`src/rtl/fetch_unit_pkg.sv`:
```
`default_nettype none
// =============================================================================
// Module  : fetch_unit_pkg
// Brief   : Shared types for the fetch stage and the fetch->decode interface.
// Revision: 1.0 - initial release
// =============================================================================
package fetch_unit_pkg;

    localparam int IBUS_ADDR_W = 32;
    localparam int IBUS_DATA_W = 32;

    typedef logic [31:0] u32;

    typedef struct packed {
        u32 pc;
        u32 instruction;
    } fetch_data_t;

    typedef enum logic [1:0] {
        F_REQ  = 2'd0,
        F_WAIT = 2'd1,
        F_OUT  = 2'd2
    } fetch_state_t;

    function automatic u32 word_align(input u32 a);
        return a & 32'hFFFF_FFFC;
    endfunction

endpackage
`default_nettype wire

```
`src/rtl/fetch_unit_pc_reg.sv`:
```
`default_nettype none
// =============================================================================
// Module  : fetch_unit_pc_reg
// Brief   : Program counter with next-pc selection (redirect/pending/step/hold).
// Revision: 1.0 - initial release
// =============================================================================
module fetch_unit_pc_reg
    import fetch_unit_pkg::*;
#(
    parameter logic [31:0] RESET_PC = 32'hBFC0_0000,
    parameter logic [31:0] PC_STEP  = 32'd4
) (
    input  logic        clk,
    input  logic        rst,
    input  logic        i_take_redir,
    input  logic        i_take_pend,
    input  logic        i_advance,
    input  logic [31:0] i_redir_pc,
    input  logic [31:0] i_pend_pc,
    output logic [31:0] o_pc
);

    logic [31:0] r_pc;
    logic [31:0] w_pc_next;

    // A live redirect always beats a latched one.
    always_comb begin
        w_pc_next = r_pc;
        if (i_take_redir) begin
            w_pc_next = word_align(i_redir_pc);
        end else if (i_take_pend) begin
            w_pc_next = i_pend_pc;
        end else if (i_advance) begin
            w_pc_next = r_pc + PC_STEP;
        end
    end

    always_ff @(posedge clk or posedge rst) begin
        if (rst) begin
            r_pc <= RESET_PC;
        end else begin
            r_pc <= w_pc_next;
        end
    end

    assign o_pc = r_pc;

endmodule
`default_nettype wire

```
`src/rtl/fetch_unit.sv`:
```
`default_nettype none
// =============================================================================
// Module  : fetch_unit
// Brief   : Instruction fetch stage: one outstanding bus request, buffered word,
//           valid/ready hand-off to decode, redirect handling.
// Revision: 1.0 - initial release
// =============================================================================
module fetch_unit
    import fetch_unit_pkg::*;
#(
    parameter logic [31:0] RESET_PC = 32'hBFC0_0000,
    parameter logic [31:0] PC_STEP  = 32'd4
) (
    input  logic                   clk,
    input  logic                   reset,
    output logic                   ireq_valid,
    output logic [IBUS_ADDR_W-1:0] ireq_addr,
    input  logic                   iresp_addr_ok,
    input  logic                   iresp_data_ok,
    input  logic [IBUS_DATA_W-1:0] iresp_data,
    output logic                   fetch_valid,
    input  logic                   fetch_ready,
    output logic [63:0]            fetch_data,
    input  logic                   redirect_valid,
    input  logic [31:0]            redirect_pc
);

    fetch_state_t r_state;
    fetch_state_t w_state_next;
    logic         r_pend;
    u32           r_pend_pc;
    fetch_data_t  r_fetch_data;
    u32           w_pc;
    logic         w_resp;
    logic         w_set_pend;
    logic         w_clr_pend;
    logic         w_capture;
    logic         w_take_redir;
    logic         w_take_pend;
    logic         w_advance;

    fetch_unit_pc_reg #(
        .RESET_PC (RESET_PC),
        .PC_STEP  (PC_STEP)
    ) u_pc_reg (
        .clk          (clk),
        .rst          (reset),
        .i_take_redir (w_take_redir),
        .i_take_pend  (w_take_pend),
        .i_advance    (w_advance),
        .i_redir_pc   (redirect_pc),
        .i_pend_pc    (r_pend_pc),
        .o_pc         (w_pc)
    );

    always_comb begin
        w_state_next = r_state;
        w_set_pend   = 1'b0;
        w_clr_pend   = 1'b0;
        w_capture    = 1'b0;
        w_take_redir = 1'b0;
        w_take_pend  = 1'b0;
        w_advance    = 1'b0;
        w_resp       = iresp_data_ok &&
                       ((r_state == F_WAIT) || ((r_state == F_REQ) && iresp_addr_ok));

        case (r_state)
            F_REQ: begin
                if (iresp_addr_ok) begin
                    w_state_next = F_WAIT;
                end
            end
            F_WAIT: begin
                w_state_next = F_WAIT;
            end
            F_OUT: begin
                if (redirect_valid) begin
                    w_take_redir = 1'b1;
                    w_state_next = F_REQ;
                end else if (fetch_ready) begin
                    w_advance    = 1'b1;
                    w_state_next = F_REQ;
                end
            end
            default: begin
                w_state_next = F_REQ;
            end
        endcase

        // While a request is in flight its address is frozen, so a redirect
        // is parked and resolved once the (then useless) response returns.
        if (r_state != F_OUT) begin
            if (w_resp) begin
                if (redirect_valid) begin
                    w_take_redir = 1'b1;
                    w_clr_pend   = 1'b1;
                    w_state_next = F_REQ;
                end else if (r_pend) begin
                    w_take_pend  = 1'b1;
                    w_clr_pend   = 1'b1;
                    w_state_next = F_REQ;
                end else begin
                    w_capture    = 1'b1;
                    w_state_next = F_OUT;
                end
            end else if (redirect_valid) begin
                w_set_pend = 1'b1;
            end
        end
    end

    always_ff @(posedge clk or posedge reset) begin
        if (reset) begin
            r_state      <= F_REQ;
            r_pend       <= 1'b0;
            r_pend_pc    <= '0;
            r_fetch_data <= '0;
        end else begin
            r_state <= w_state_next;
            if (w_set_pend) begin
                r_pend    <= 1'b1;
                r_pend_pc <= word_align(redirect_pc);
            end else if (w_clr_pend) begin
                r_pend <= 1'b0;
            end
            if (w_capture) begin
                r_fetch_data <= '{pc: w_pc, instruction: iresp_data};
            end
        end
    end

    assign ireq_valid  = (r_state == F_REQ) && !reset;
    assign ireq_addr   = word_align(w_pc);
    assign fetch_valid = (r_state == F_OUT);
    assign fetch_data  = r_fetch_data;

endmodule
`default_nettype wire
```
`config.mk`:
```
export PLATFORM = sky130hd
export DESIGN_NAME = fetch_unit
export DESIGN_NICKNAME = d
export VERILOG_FILES = /design/src/rtl/fetch_unit_pkg.sv /design/src/rtl/fetch_unit_pc_reg.sv /design/src/rtl/fetch_unit.sv
export SDC_FILE = /design/constraint.sdc
export NUM_CORES = 1
export LEC_CHECK = 0
export ABC_CLOCK_PERIOD_IN_PS = 5500
export CAP_MARGIN = 30
export CELL_PAD_IN_SITES_DETAIL_PLACEMENT = 2
export CELL_PAD_IN_SITES_GLOBAL_PLACEMENT = 2
export CORE_AREA = 5 5 145 147
export DETAILED_ROUTE_END_ITERATION = 8
export DIE_AREA = 0 0 150 152
export GPL_TIMING_DRIVEN = 0
export PLACE_DENSITY = 0.87
export SYNTH_ARGS = -nofsm -noshare
export SYNTH_HDL_FRONTEND = slang
export SYNTH_SLANG_ARGS = --single-unit
```
`constraint.sdc`:
```
create_clock -name clk -period 5.5 [get_ports clk]
set_input_delay 1.1 -clock clk [delete_from_list [all_inputs] [get_ports clk]]
set_output_delay 1.1 -clock clk [all_outputs]
set_load 0.005 [all_outputs]
```
==> flow_summary.ini, run 1 <==
[synthesis]
synth_edf_count = 0
syn_area_per_cell_um2 = 12.0
yosysTopAreaCellShare_pct = 50.3
yosys_warnings = 0
ys_seq_area_share_pct = 54.4
async_flop_share_pct = 100
netlist.top_cell.by_area = dfrtp_1
synth_ff_type = dfrtp_1
synth.area.top_cells = dfrtp_1 50%, mux2_2 17%, dfstp_2 4.1%, nand2_1 2.3%, o21ai_0 2.1%
ys_types = 57
syn_area_um2 = 5770
synth_cells = 480
yosys_register_bits = 125

[clock_tree]
htreeDepth = 4
cts_post_setup_buffers_inserted = 0
cts.root.buffer_cell = clkbuf_16
cts_resized = 0
cts_sinks = 125
clockBufferDepth = 2
clock_latency_ns = 0.42
cts_inserted_buffers = 17
hold_buffers = 0
clk_pin_slew_ns = 0.06
cts_tree = built

[detailed_routing]
wl_per_cell_um = 21.5
vias_per_cell = 4.93
routed_wl_mm = 20.3
wl_met1_mm = 8.41
drc = 0
drtIter0Drc = 175
met2_length_mm = 10.5
num_vias = 4664
drtPass1Iterations = 5
dr_wl_met3_mm = 1.09
routed.top_layer = met4
ant_nets = 0

[power_and_ir_drop]
finalPower_mw = 3.66
cellLeakagePower_nw = 3.37
peakVddDrop_mv = 0.219
p_per_area_nw_per_um2 = 440

[die]
start_util_pct = 29.2
ioPinCount = 168
die_w_um = 150
rows = 52
die_area_um2 = 22800
core_area_um2 = 19800
fp.dieH_um = 152

[global_route]
grt_pass1_wl_mm = 32.4
grt_overflow = 0
grt_use_total_pct = 18.2
grt_pass1_vias = 5489
antenna_found_initial = 0
grt_max_degree = 83

[placed_design]
gp_congestion = 0.844
port_buffers = 160
dp_cells = 914
placedInstanceArea_um2 = 7760
dp_slack_ns = 1.90
dp.final_hpwl_mm = 14.7

[sta]
skew_ns = 0.00902
min_period_ns = 3.45
max_freq_mhz = 290
fin_crit_sh_pct = 62.8
setup_viol = 0
rsz0062_at_grt = no
setup_ws_ns = 2.05
worst_pin_slew_ns = 0.827
hold_viol = 0
slew_headroom_pct = 44.4
drv_slew = 0

[setup_path]
cp-start-kind = input pin
critPathKind = input pin to output pin
reg2reg_depth = 6
required_ns = 4.40
reg2reg_slack_ns = 3.04
critPathMaxFanout = 2
critical_path.endpoint_type = output pin
crit_arrival_ns = 2.35

[finish]
fin_util_pct = 42.1
fillers = 2039
synthToLayoutAreaGrowth_pct = 44.1
antennaDiodeCount = 0
drive_gt1_share_pct = 22.6
fin_nets = 734
regArea_um2 = 3140
final_area_um2 = 8320
instances_no_fill = 946
multi_input_area_um2 = 2440

[outcome]
status = complete, no violations

[job]
maxCapViolCount = 0

[hold_path]
hold_path.class = flop to flop
hold_path_depth = 2
kinds of logic (layout without fill, tap and decap cells):
| group | count (synthesis) | after routing | synth area share (%) |
|---|---|---|---|
| AOI/OAI and AO/OA | 81 | 81 | 9.54 |
| xor gates and xnor gates | 20 | 20 | 3.03 |
| adders and majority gates | 1 | 1 | 0.217 |
| buffers and inverters | 38 | 231 | 3.53 |
| DFF | 125 | 125 | 54.4 |
| muxes | 91 | 91 | 17.9 |
| other | 1 | 4 | 0.0650 |
| and+or+nand+nor | 123 | 123 | 11.3 |
power by group:
part	leakage [nW]	switching (mW)	internal (mW)
clock network	0.269	0.440	0.634
registers	1.49	0.239	1.22
logic	1.61	0.402	0.726
total	3.37	1.08	2.58
final timing paths:
| check | start | to |
|---|---|---|
| setup reg to reg | r_state[0]$_DFF_PP0_ | u_pc_reg.o_pc[27]$_DFFE_PP1P_ |
| max in group asynchronous | reset | u_pc_reg.o_pc[28]$_DFFE_PP1P_ |
| hold reg to reg | fetch_data[41]$_DFFE_PP0P_ | fetch_data[41]$_DFFE_PP0P_ |
| min in group asynchronous | reset | fetch_data[21]$_DFFE_PP0P_ |
| hold / removal | fetch_data[41]$_DFFE_PP0P_ | fetch_data[41]$_DFFE_PP0P_ |
| setup / recovery | reset | ireq_valid |
layout make-up:
type                       instances  share of cell area [%]
multi-input combinational        320                    29.3
clock buffer                      19                    5.32
inverter                           6                   0.331
timing repair buffer             161                    19.6
sequential                       125                    37.7
tap                              270                    4.06
buffer                            32                    2.18
clock inverter                    13                    1.44
metal layers:
| layer | global-route usage, % | up-vias |
|---|---|---|
| met5 | 0 | - |
| met4 | 5.14 | 0 |
| met3 | 4.86 | 17 |
| met2 | 32.3 | 123 |
| met1 | 21.4 | 2413 |
| li1 | - | 2111 |
through the flow:
stage | setup TNS (ns) | hold slack (ns)
after floorplan | 0 | 0.470
after global placement | -84.56 | 0.465
after detailed placement | 0 | 0.475
after CTS | 0 | 0.489
after global routing | 0 | 0.518
final | 0 | 0.481
worst max-delay path: stages:
cell and delay, ns:
clkdlybuf4s50_1 0.49, nor3_1 0.19, clkdlybuf4s50_1 0.57
sequential cells by signal, indices dropped and copies added (netlist names):
register	cells
r_pend_pc	30
u_pc_reg.o_pc	30
r_state	2
fetch_data	62
r_pend	1
placed cells by master, fill, tap and decap left out, types with 10 or more instances in the layout:
| cell type | instances |
|---|---|
| clkdlybuf4s50_1 | 160 |
| dfrtp_1 | 116 |
| mux2_2 | 85 |
| nand2_1 | 36 |
| o21ai_0 | 24 |
| nor2_1 | 19 |
| nand3_1 | 19 |
| a21oi_1 | 17 |
| clkbuf_16 | 17 |
| clkbuf_1 | 15 |
| xnor2_1 | 13 |
| nand4_1 | 10 |
cell usage after synthesis, types with 4 or more instances:
cell type / number
o22ai_1: 4
buf_2: 7
xnor2_1: 13
nor3_1: 9
o211ai_1: 4
buf_4: 4
dfstp_2: 9
inv_1: 6
a221o_1: 7
nand4_1: 10
mux2_2: 85
xor2_1: 7
and4_1: 4
clkbuf_1: 14
a22oi_1: 4
and3_1: 5
nand2_1: 36
nand3_1: 19
dfrtp_1: 116
nor2_1: 19
a21oi_1: 17
o21ai_0: 24
buf_6: 5
(Power assumes the default switching activity.)
==> run 2: changes to the inputs <==
Settings changed: ABC_CLOCK_PERIOD_IN_PS 5500 to 3500.
Clock period 5.5 ns to 3.5 ns, I/O delays scaled along.
==> run 2 against run 1 <==
Compared with the run above:
- die area stayed put
- wire length is 0.70% higher
- largest power group unchanged
- clock power is 65% higher
- critical path type is now input pin to flop
- sequential power is 58% higher
==> flow_summary.ini, run 2 (same netlist as run 1, synthesis figures left out) <==
[die]
die_w_um = 150
start_util_pct = 29.2
fp.dieH_um = 152
ioPinCount = 168
die_area_um2 = 22800
core_area_um2 = 19800
rows = 52

[clock_tree]
clk_pin_slew_ns = 0.06
cts_tree = built
cts_post_setup_buffers_inserted = 0
cts_inserted_buffers = 17
cts_sinks = 125
cts.root.buffer_cell = clkbuf_16
clock_latency_ns = 0.43
clockBufferDepth = 2
cts_resized = 0
htreeDepth = 4
hold_buffers = 0

[sta]
slew_headroom_pct = 44.4
rsz0062_at_grt = no
hold_viol = 0
fin_crit_sh_pct = 79.3
min_period_ns = 2.78
finalSetupTns_ns = 0
max_freq_mhz = 360
skew_ns = 0.0109
setup_viol = 0
drv_slew = 0
worst_pin_slew_ns = 0.827

[finish]
instances_no_fill = 948
largest_reg_flops = 62
regArea_um2 = 3140
drive_gt1_share_pct = 22.9
antennaDiodeCount = 0
final_common_cell = clkdlybuf4s50_1
fin_nets = 736
layout_common_cells = 160 x clkdlybuf4s50_1, 116 x dfrtp_1, 85 x mux2_2
synthToLayoutAreaGrowth_pct = 45.0
multi_input_area_um2 = 2440
fin_util_pct = 42.3
fillers = 2064

[detailed_routing]
drc = 0
drtPass1Iterations = 4
routed_wl_mm = 20.4
ant_nets = 0
vias_per_cell = 5.02
wl_per_cell_um = 21.6
drtIter0Drc = 206
num_vias = 4757

[placed_design]
port_buffers = 160
dp.final_hpwl_mm = 15.1
dp_cells = 916
gp_congestion = 0.851

[job]
maxCapViolCount = 0

[global_route]
grt_max_degree = 39
antenna_found_initial = 1
grt_pass1_wl_mm = 32.4
grt_overflow = 0
grt_pass1_vias = 5616
grt_use_total_pct = 18.2

[setup_path]
r2r_start = r_state[0]$_DFF_PP0_
worst_path_max_delay_cell = nor3_1
crit_arrival_ns = 3.10
critical-path-max-stage-delay_ns = 0.77
cp_cell_sequence = clkdlybuf4s50_1 > o21a_1 > o211a_1 > clkbuf_1 > nor3_1 > o21ai_0 > o311ai_1
startpoint = iresp_data_ok
critPathMaxFanout = 10
critical_path.endpoint_type = flop
cp-start-kind = input pin
required_ns = 3.82
critPathKind = input pin to flop

[power_and_ir_drop]
cellLeakagePower_nw = 3.39
p_per_area_nw_per_um2 = 698
peakVddDrop_mv = 0.349

[hold_path]
hold_path.class = flop to flop
min_from = fetch_data[62]$_DFFE_PP0P_

[outcome]
status = complete, no violations
[run 2: layout make-up]
type                            count  area share, %
Clock inverter                     13           1.69
Timing Repair Buffer              163           19.8
Inverter                            6          0.314
Clock buffer                       19           5.29
Buffer                             32           2.17
Sequential cell                   125           37.5
Tap cell                          270           4.04
Multi-Input combinational cell    320           29.2
[run 2: stage by stage]
step	setup slack, ns	area [um^2]	power, mW	hold WS, ns
floorplan	1.27	5790	2.91	0.470
global placement	0.0787	7730	3.96	0.466
detailed placement	0.316	7790	4.12	0.481
CTS	0.764	8370	5.93	0.495
global route	0.589	8370	6.16	0.514
finish	0.723	8370	5.84	0.489
[run 2: worst max-delay path: cells and delay by family]
family	cells	cell delay, ns
buf+inv	2	0.82
compound gates	4	0.80
simple gates	1	0.77
[run 2: power by group]
part	total, mW	internal, mW	switching [mW]
clock	1.77	1.07	0.700
sequential	2.30	1.92	0.379
combinational	1.77	1.14	0.626
[run 2: worst paths after layout]
check / to / slack (ns) / cells after the start
worst max-delay path: u_pc_reg.o_pc[27]$_DFFE_PP1P_ / 0.72 / 7
worst min-delay path: fetch_data[62]$_DFFE_PP0P_ / 0.49 / 2
worst max register to register: u_pc_reg.o_pc[27]$_DFFE_PP1P_ / 1.00 / 6
worst min register to register: fetch_data[62]$_DFFE_PP0P_ / 0.49 / 2
max in group asynchronous: u_pc_reg.o_pc[28]$_DFFE_PP1P_ / 2.08 / 3
min in group asynchronous: fetch_data[62]$_DFFE_PP0P_ / 0.77 / 2
[run 2: layer usage]
layer | up-vias | GRT usage (%) | share of wire (%)
met2 | 139 | 31.9 | 52
met3 | 20 | 4.71 | 5.6
met5 | - | 0 | 0.064
met1 | 2475 | 21.8 | 41
met4 | 2 | 5.66 | 1.6
li1 | 2121 | - | -
